**config.mk**
```make
export PLATFORM = sky130hd
export DESIGN_NAME = game_round_ctrl
export DESIGN_NICKNAME = d
export VERILOG_FILES = /design/src/rtl/game_round_ctrl.sv
export SDC_FILE = /design/constraint.sdc
export NUM_CORES = 1
export LEC_CHECK = 0
export CORE_ASPECT_RATIO = 0.75
export CORE_MARGIN = 5
export CORE_UTILIZATION = 35
export CTS_CLUSTER_DIAMETER = 120
export DETAILED_ROUTE_END_ITERATION = 10
export GPL_TIMING_DRIVEN = 0
export PLACE_DENSITY_LB_ADDON = 0.12
export SYNTH_ARGS = -nofsm -noshare
export SYNTH_HDL_FRONTEND = slang
export SYNTH_SLANG_ARGS = --single-unit
```
**constraint.sdc**
```tcl
create_clock -name Clk -period 4.2 [get_ports Clk]
set_clock_uncertainty 0.05 [all_clocks]
set_input_delay 0.42 -clock Clk [delete_from_list [all_inputs] [get_ports Clk]]
set_output_delay 0.42 -clock Clk [all_outputs]
set_load 0.01 [all_outputs]
```
**src/rtl/game_round_ctrl.sv**
```systemverilog
// Round sequencer for the binary-number game: target load, countdown, guess judging, scoring.
// Optional build macro SPEEDUP_ROUNDS_EN shortens the round limit after every 4th play-mode win.
module game_round_ctrl #(
   parameter int TIME_LIMIT = 10,
   parameter int MIN_TIME   = 2
) (
   input  logic       Clk,
   input  logic       Reset,
   input  logic       CEN,
   input  logic       Start,
   input  logic       Mode,
   input  logic       Select,
   input  logic       Quit,
   input  logic [7:0] userNumber,
   input  logic [7:0] rnd,
   output logic [7:0] target,
   output logic [7:0] score,
   output logic [7:0] highScore,
   output logic [3:0] timeLeft,
   output logic       roundWin,
   output logic       roundLose,
   output logic       q_Idle,
   output logic       q_Load,
   output logic       q_Wait,
   output logic       q_Check,
   output logic       q_Over
);

   typedef enum logic [4:0] {
      IDLE  = 5'b00001,
      LOAD  = 5'b00010,
      WAIT  = 5'b00100,
      CHECK = 5'b01000,
      OVER  = 5'b10000
   } state_t;

   localparam logic [3:0] LIMIT4 = 4'(TIME_LIMIT);

   if (TIME_LIMIT < 2 || TIME_LIMIT > 15 || MIN_TIME < 1 || MIN_TIME > TIME_LIMIT) begin : g_bad_params
      $error("game_round_ctrl: illegal TIME_LIMIT/MIN_TIME combination");
   end

   state_t     state;
   state_t     state_next;
   logic [7:0] guessReg;
   logic       modeReg;
   logic [3:0] curLimit;
   logic       guess_match;
   logic       score_full;

   assign guess_match = (guessReg == target);
   assign score_full  = (score == 8'hFF);

   always_ff @(posedge Clk) begin
      if (!Reset) begin
         state <= IDLE;
      end else begin
         state <= state_next;
      end
   end

   // Quit outranks Select everywhere; a timeout needs the last tick with no Select pending.
   always_comb begin
      state_next = state;
      case (state)
         IDLE:    if (Start) state_next = LOAD;
         LOAD:    state_next = WAIT;
         WAIT: begin
            if (Quit)                                             state_next = OVER;
            else if (Select)                                      state_next = CHECK;
            else if (CEN && !modeReg && timeLeft == 4'd1)         state_next = OVER;
         end
         CHECK: begin
            if (Quit)             state_next = OVER;
            else if (guess_match) state_next = LOAD;
            else if (modeReg)     state_next = WAIT;
            else                  state_next = OVER;
         end
         OVER:    if (Select || Quit) state_next = IDLE;
         default: state_next = IDLE;
      endcase
   end

   always_ff @(posedge Clk) begin
      if (!Reset) begin
         target    <= 8'd0;
         score     <= 8'd0;
         highScore <= 8'd0;
         timeLeft  <= 4'd0;
         guessReg  <= 8'd0;
         modeReg   <= 1'b0;
         roundWin  <= 1'b0;
         roundLose <= 1'b0;
      end else begin
         roundWin  <= 1'b0;
         roundLose <= 1'b0;
         case (state)
            IDLE: begin
               if (Start) begin
                  modeReg <= Mode;
                  score   <= 8'd0;
               end
            end
            LOAD: begin
               target   <= rnd;
               timeLeft <= curLimit;
            end
            WAIT: begin
               if (!Quit) begin
                  if (Select) begin
                     guessReg <= userNumber;
                  end else if (CEN && !modeReg) begin
                     if (timeLeft > 4'd1) begin
                        timeLeft <= timeLeft - 4'd1;
                     end else if (timeLeft == 4'd1) begin
                        timeLeft  <= 4'd0;
                        roundLose <= 1'b1;
                     end
                  end
               end
            end
            CHECK: begin
               if (!Quit) begin
                  if (guess_match) begin
                     roundWin <= 1'b1;
                     if (!score_full) score <= score + 8'd1;
                  end else begin
                     roundLose <= 1'b1;
                     if (modeReg) timeLeft <= curLimit;
                  end
               end
            end
            OVER: begin
               // Score is frozen in OVER, so updating on every OVER cycle equals updating on entry.
               if (!modeReg && score > highScore) highScore <= score;
            end
            default: ;
         endcase
      end
   end

`ifdef SPEEDUP_ROUNDS_EN
   localparam logic [3:0] MIN4 = 4'(MIN_TIME);

   // A win that moves score[1:0] from 11 to 00 tightens the limit for the next LOAD.
   always_ff @(posedge Clk) begin
      if (!Reset) begin
         curLimit <= LIMIT4;
      end else if (state == IDLE && Start) begin
         curLimit <= LIMIT4;
      end else if (state == CHECK && !Quit && guess_match && !modeReg && !score_full &&
                   score[1:0] == 2'b11 && curLimit > MIN4) begin
         curLimit <= curLimit - 4'd1;
      end
   end
`else
   assign curLimit = LIMIT4;
`endif

   assign q_Idle  = (state == IDLE);
   assign q_Load  = (state == LOAD);
   assign q_Wait  = (state == WAIT);
   assign q_Check = (state == CHECK);
   assign q_Over  = (state == OVER);

endmodule

```
### Word level (Yosys, flattened, before mapping)

Cells that the tools add are included.

* logic and storage cells: 82
* flip-flop bits (word level): 44
* input bits: 23
* output and inout bits: 35

* bitwise operators: 3
* equality and inequality tests: 20
* multiplexer cells: 32
* reductions and logical operators: 14
* add/sub/neg operators: 2
* order comparisons: 2

Operator list (number)
* 2-to-1 mux 5 bit: 8
* 2-to-1 mux 4 bit: 8
* 2-to-1 mux 8 bit: 4
* case mux 5 bit (5 select lines): 1
* case mux 8 bit (2 select lines): 1
* != test 2 bit (second input constant): 6
* case mux 4 bit (3 select lines): 1
* adder 8 x 1 -> 8 bit (second input constant): 1
* == test 8 bit: 1
* == test 8 bit (second input constant): 1
* greater-than comparator 8 bit: 1
* 2-to-1 mux 1 bit: 8
* != test 2 x 1 -> 1 bit (second input constant): 4
* AND reduction 8 bit: 1
* AND reduction 3 bit: 2
* == test 5 x 1 -> 1 bit (second input constant): 1
* == test 5 x 2 -> 1 bit (second input constant): 1
* == test 5 x 3 -> 1 bit (second input constant): 1
* == test 5 x 4 -> 1 bit (second input constant): 1
* == test 5 bit (second input constant): 1
* AND reduction 5 bit: 1
* == test 4 x 1 -> 1 bit (second input constant): 1
* greater-than comparator 4 x 1 -> 1 bit (second input constant): 1
* != test 4 x 3 -> 1 bit (second input constant): 1
* other kinds (11): 16

### Logic depth before layout (Yosys ltp)

Gate-level depths: netlist of run 1.

* word-level depth: 7
* gate-level depth with buffers: 9
* gate-level depth less buffers: 7

### Worst setup path before layout of run 1

OpenSTA, ideal clock, no wires.

* kind: register to register
* from: register highScore[5]
* to: register highScore[0]
* library setup time: 130 ps
* data required time: 4020 ps
* path buffers: 2
* cell stages (with the launch flop): 9
* arrival: 1984 ps
* path slack: 2036 ps
* clock period less this slack: 2164 ps
* cell sequence: dfxtp_1 inv_1 ha_1 and4_1 clkbuf_1 a2111o_1 buf_6 a32oi_1 o211ai_1

* longest elaborated chain between the ends: 3

Ends and longest elaborated chain
* start, declared: RTL line 18 `output logic [7:0] highScore,`
* start signal, assigned: RTL line 135 `if (!modeReg && score > highScore) highScore <= score;`
* greater-than comparator 8 bit: RTL line 135
* logical AND 1 bit: RTL line 135
* AND reduction 2 bit (no line)

Every way passes these cells.
A chain may end at the register's enable or synchronous reset.

### Worst setup path after layout of run 1

* from: register state[4]
* to: output q_Load

* longest elaborated chain between the ends: 1

Ends and longest elaborated chain
* start, declared: RTL line 43 `state_t state;`
* start signal, assigned: RTL line 58 `state <= state_next;`
* == test 5 x 2 -> 1 bit: RTL line 161 `assign q_Load = (state == LOAD);`
* end, declared: RTL line 23 `output logic q_Load,`

Every way passes these cells.

==> results of run 1 <==
-- tightest hold or removal path: cells and delay by family (launching register included) --
kind | cells | cell delay (ps)
flip-flops | 1 | 340
AND/OR/NAND/NOR | 1 | 60
AO/OA/AOI/OAI | 1 | 50
-- kinds of logic after synthesis --
kind of cell | share of synthesized area [%]
xor gates and xnor gates | 2.76
DFF | 34.6
adders and majority gates | 5.41
AOI/OAI and AO/OA | 23.1
buffers and inverters | 4.82
muxes | 4.38
and+or+nand+nor | 24.9
-- cells in the final DEF (no fill, tap or decap), drive strengths merged, types with 5 or more instances in the layout --
cell and instances:
a21o 5, inv 17, a32oi 8, nand3 15, xor2 8, o211ai 20
clkdlybuf4s50 56, mux2i 10, ha 11, nor4 5, a21oi 18, nor3 6
nand2 37, nor2 26, dfxtp 44, clkbuf 16, o21ai 5
-- path summary, 6_finish.rpt --
| path | endpoint | slack, ps | cells past startpoint |
|---|---|---|---|
| max | q_Load | 1280 | 5 |
| min | target[4] | 440 | 2 |
| max reg2reg | highScore[6] | 1760 | 7 |
| min reg2reg | target[4] | 440 | 2 |
-- power breakdown --
part	switching (W)	internal (W)	total, W
Clock	0.000152	0.000134	0.000286
Sequential	0.0000381	0.000444	0.000482
Combinational	0.000191	0.000150	0.000341
Total	0.000381	0.000728	0.00111
-- metal layers --
| layer | global-route usage, % | vias up | share of wire [%] |
|---|---|---|---|
| met5 | 0 | - | 0 |
| met4 | 3.44 | 0 | 0.77 |
| met3 | 3.94 | 8 | 6.5 |
| met2 | 23.1 | 77 | 41 |
| met1 | 25.1 | 1160 | 51 |
| li1 | - | 1243 | - |
-- layout make-up --
class / count / area (um^2) / share of cell area (%)
plain buffers: 13 / 58.8 / 1.77
repair buffers: 56 / 561 / 16.9
clock inverters: 1 / 7.51 / 0.226
inverters: 17 / 63.8 / 1.92
clock buffers: 7 / 86.3 / 2.60
flip-flops and latches: 44 / 881 / 26.5
multi-input cells: 226 / 1540 / 46.4
well taps: 98 / 123 / 3.69
-- state kept, by name, indices dropped and copies added (netlist names) --
signal,flops
roundLose,1
highScore,8
roundWin,1
timeLeft,4
modeReg,1
state,5
score,8
guessReg,8
target,8
-- cells in the mapped netlist, types with 2 or more instances --
library cell   n
buf_2          2
nor2b_1        2
nor3_1         5
xor2_1         8
nand2_1       37
nor2_1        26
a32oi_1        8
clkbuf_1       9
nor4b_1        2
ha_1          11
a21oi_1       17
nand4b_1       4
and3_1         2
a31oi_1        2
mux2i_1       10
nor4_1         3
nand3_1       15
inv_1         17
o21a_1         4
o21ai_0        5
o22ai_1        2
o211ai_1      19
a21o_1         5
o32a_1         2
a311oi_1       2
and4_1         2
nand4_1        2
nor4_4         2
dfxtp_1       44
nand2b_1       3
-- stage by stage --
| stage | setup slack, ps | std cells | area, um^2 | hold slack, ps | util (%) |
|---|---|---|---|---|---|
| 6_report | 1280 | 462 | 3320 | 444 | 47.9 |
| 5_1_grt | 1130 | 462 | 3320 | 464 | 47.9 |
| 4_1_cts | 1260 | 462 | 3320 | 444 | 47.9 |
| 3_5_place_dp | 1610 | 454 | 3230 | 433 | 46.6 |
| 3_3_place_gp | 1600 | 454 | 3230 | 427 | 46.6 |
| 2_1_floorplan | 2040 | 300 | 2540 | 434 | - |
==> out/qor.csv, run 1 <==
stage;metric;value;unit
status;status;finished, final reports clean;
run;max_cap_viol_count;0;
grt;grt_antenna_before_repair;0;
cts;clock_path_buffers;2;
sta;layout_min_cycle_time;2920;ps
detailed_routing;avgViaCountPerCell;5.39;
die;dieArea;9090;um^2
finish;area_growth;30.6;%
synthesis;syn_area_per_cell;8.47;um^2
synthesis;ys.flop_type;dfxtp_1;
finish;layout.nets;397;
pwr;p_per_area;334;nW/um^2
sta;rsz0062_at_grt;no;
grt;track_usage;16.5;%
detailed_routing;vias;2488;
die;fp.dieH;83.8;um
pwr;peakVddDrop;0.115;mV
synthesis;ys_ff_latch;44;
grt;overflow;0;
setup_path;cp-end-kind;output pin;
sta;report.final.slew_viol_count;0;
setup_path;path_buf_inv;3;
cts;cts_sinks;44;
setup_path;critPathLaunch;state[4];
pwr;power;0.00111;W
sta;timing.slew.headroom;56.1;%
synthesis;synthCells;300;
detailed_routing;wl;7290;um
die;fp.coreArea;6930;um^2
grt;grt_max_degree;14;
finish;fill_cells;705;
synthesis;ys_seq_area_share;34.6;%
synthesis;synth_area_leaders;dfxtp_1 (35%), o211ai_1 (5.6%), nand2_1 (5.5%);
placed_design;portBuffers;56;
synthesis;syn_area;2540;um^2
die;rows;26;
synthesis;ys_warn_count;0;
detailed_routing;wire_per_inst;15.8;um
cts;h-tree-depth;2;
sta;finalCritPeriodShare;69.4;%
finish;drive_gt1_share;5.77;%
synthesis;synthArstFlopShare;0;%
detailed_routing;dr.first_iter.drc_count;158;
setup_path;cp.arrival;2450;ps
synthesis;synth_top_area_share;34.6;%
finish;n_antenna_cell;0;
setup_path;worst_path_max_delay_cell;clkdlybuf4s50_1;
detailed_routing;drt-pass1-iter-count;4;
sta;setup_viol;0;
cts;cts_root_buf;clkbuf_8;
setup_path;critical_path.cell_chain;nor2_1 > nand3_1 > inv_1 > clkbuf_1 > clkdlybuf4s50_1;
hold_path;min_path_type;flip-flop to flip-flop;
placed_design;gp_congestion;0.845;
cts;numCtsBuffers;5;
sta;fmax;0.343;GHz
die;start_util;36.7;%
setup_path;startpoint_type;flip-flop;
grt;grt_pass1_vias;2357;
placed_design;dp_hpwl;5490;um
pwr;p_leak;1.23;nW
sta;final.setup.tns;0;ps
detailed_routing;drc;0;
die;die_w;108;um
cts;cts_hold_buf;0;
cts;cts_tree;yes;
synthesis;synth_fp_nets;334;
sta;tightestPinTransition;659;ps
hold_path;min-delay-start;target[4];
grt;grt_pass1_wl;12000;um
synthesis;yosysTopAreaCell;dfxtp_1;
synthesis;yosysUniqueCellTypes;58;
setup_path;path_class;flip-flop to output pin;
setup_path;path_delay_family;buffers and inverters;
setup_path;crit_fanout;10;
detailed_routing;postRouteAntennaNets;0;
die;num_io_pins;58;
setup_path;r2r-start;score[7];
cts;clkTransAtPathRegs;90;ps
sta;final_hold_viol_count;0;
cts;post_cts.repair.setup_buffers;0;
setup_path;cpPeakStageDelay;630;ps
cts;clock_latency;310;ps
synthesis;synth_edf_count;0;
cts;cts_resized;0;
setup_path;critPathRequiredTime;3730;ps
(Power assumes the default switching activity.)
==> inputs of run 2 (changes only) <==
Clock period 4.2 ns to 2.65 ns, I/O delays scaled along.
==> run 2 against run 1 <==
  * Cell count is 0.22% lower
  * Die area stayed put
  * Non-clock buffer count is 1 lower
  * First-iteration DRC count is 16% higher
  * Global-route usage stayed put
  * Sequential share of layout area is 0.090 points lower
  * Utilization is 0.16 points higher
  * Combinational power is 61% higher
  * Critical path depth is 1 lower
  * Critical endpoint is now q_Wait
  * Largest cell class unchanged
  * Highest routed layer unchanged
==> out/qor.csv, run 2 (synthesized netlist as in run 1, its figures left out) <==
stage;metric;value;unit
finish;n_antenna_cell;0;
placed_design;gp_congestion;0.845;
cts;clock_latency;310;ps
placed_design;pre_cts_ws;215;ps
pwr;peakVddDrop;0.184;mV
setup_path;crit_fanout;7;
setup_path;cp-end-kind;output pin;
setup_path;path_class;flip-flop to output pin;
cts;clkTransAtPathRegs;100;ps
detailed_routing;drc;0;
detailed_routing;drt-pass1-iter-count;4;
sta;timing.slew.headroom;56.1;%
die;num_io_pins;58;
setup_path;startpoint_type;flip-flop;
sta;fmax;0.397;GHz
grt;grt_antenna_before_repair;0;
pwr;p_per_area;531;nW/um^2
die;rows;26;
pwr;p_leak;1.22;nW
finish;area_growth;31.0;%
sta;hold-worst-slack;355;ps
finish;multi_input_area;1550;um^2
finish;layout.nets;396;
detailed_routing;dr.first_iter.drc_count;184;
detailed_routing;vias;2500;
cts;cts_tree;yes;
die;fp.coreArea;6930;um^2
sta;fin_ws;133;ps
cts;cts_hold_buf;0;
sta;finalCritPeriodShare;95.0;%
detailed_routing;wire_per_inst;15.8;um
detailed_routing;wl;7300;um
status;status;finished, final reports clean;
die;fp.dieH;83.8;um
run;max_cap_viol_count;0;
grt;overflow;0;
pwr;power;0.00177;W
finish;drive_gt1_share;6.61;%
grt;grt_max_degree;14;
finish;finish.utilization;48.1;%
sta;report.final.slew_viol_count;0;
detailed_routing;avgViaCountPerCell;5.42;
grt;track_usage;16.5;%
die;dieArea;9090;um^2
setup_path;critPathRequiredTime;2340;ps
hold_path;min_path_type;input pin to flip-flop;
cts;numCtsBuffers;5;
placed_design;portBuffers;56;
sta;setup_viol;0;
cts;cts_root_buf;clkbuf_8;
finish;mostFrequentLayoutCells;clkdlybuf4s50_1 (56), dfxtp_1 (44), nand2_1 (37), nor2_1 (26), o211ai_1 (19);
finish;seq_area;881;um^2
detailed_routing;postRouteAntennaNets;0;
sta;tightestPinTransition;659;ps
sta;rsz0062_at_grt;no;
sta;layout_min_cycle_time;2520;ps
die;start_util;36.7;%
setup_path;cp.arrival;2200;ps
die;die_w;108;um
cts;h-tree-depth;2;
cts;cts_sinks;44;
finish;layout_commonest_cell;clkdlybuf4s50_1;
placed_design;dp_hpwl;5490;um
grt;grt_pass1_vias;2349;
finish;fill_cells;705;
cts;clock_path_buffers;2;
sta;final.setup.tns;0;ps
sta;final_hold_viol_count;0;
grt;grt_pass1_wl;12000;um
-- run 2: changes by cell type in the layout (fill, tap and decap cells not counted), sizes merged --
cell,previous run,this run
inv,17,16
clkbuf,16,15
clkinvlp,1,2
-- run 2: final timing paths --
| path | cells past startpoint | slack [ps] | end | startpoint |
|---|---|---|---|---|
| max | 4 | 130 | q_Wait | state[4] |
| max reg2reg | 7 | 190 | highScore[6] | score[7] |
| min | 3 | 350 | score[1] | Reset |
| min reg2reg | 2 | 440 | target[2] | target[2] |
-- run 2: per-layer routing --
| metal | part of all wire [%] | track usage [%] | up-vias | wire length, um |
|---|---|---|---|---|
| met5 | 0 | 0 | - | 0 |
| met4 | 0.77 | 3.44 | 0 | 56 |
| met3 | 6.1 | 3.94 | 8 | 444 |
| met2 | 42 | 23.0 | 85 | 3060 |
| met1 | 51 | 25.2 | 1162 | 3740 |
| li1 | - | - | 1245 | - |
-- run 2: layout make-up --
| class | count | area share (%) |
|---|---|---|
| clock inverters | 1 | 0.225 |
| multi-input cells | 226 | 46.5 |
| plain buffers | 12 | 1.65 |
| clock buffers | 7 | 2.59 |
| repair buffers | 56 | 16.8 |
| flip-flops and latches | 44 | 26.4 |
| inverters | 17 | 2.03 |
| well taps | 98 | 3.68 |
-- run 2: where the power goes --
group          internal, W  switching, W  total [W]  leakage [nW]
combinational     0.000241      0.000307   0.000548         0.822
sequential        0.000704     0.0000639   0.000768         0.355
clock             0.000212      0.000242   0.000454        0.0445
-- run 2: repair_timing --
action,CTS,global route
resized for setup,0,3
setup buffers,0,0
endpoints found under the setup margin,1,2
-- run 2: metrics by stage --
step | instance area, um^2 | instances
6_report | 3330 | 461
5_1_grt | 3330 | 461
4_1_cts | 3320 | 461
3_5_place_dp | 3230 | 454
3_3_place_gp | 3230 | 454
2_1_floorplan | 2540 | 300
-- run 2: critical path, cell delays in order, from the launching register on --
cell,delay (ps)
dfxtp_1,380
nor4_2,410
nand2_1,270
inv_1,250
clkdlybuf4s50_1,580
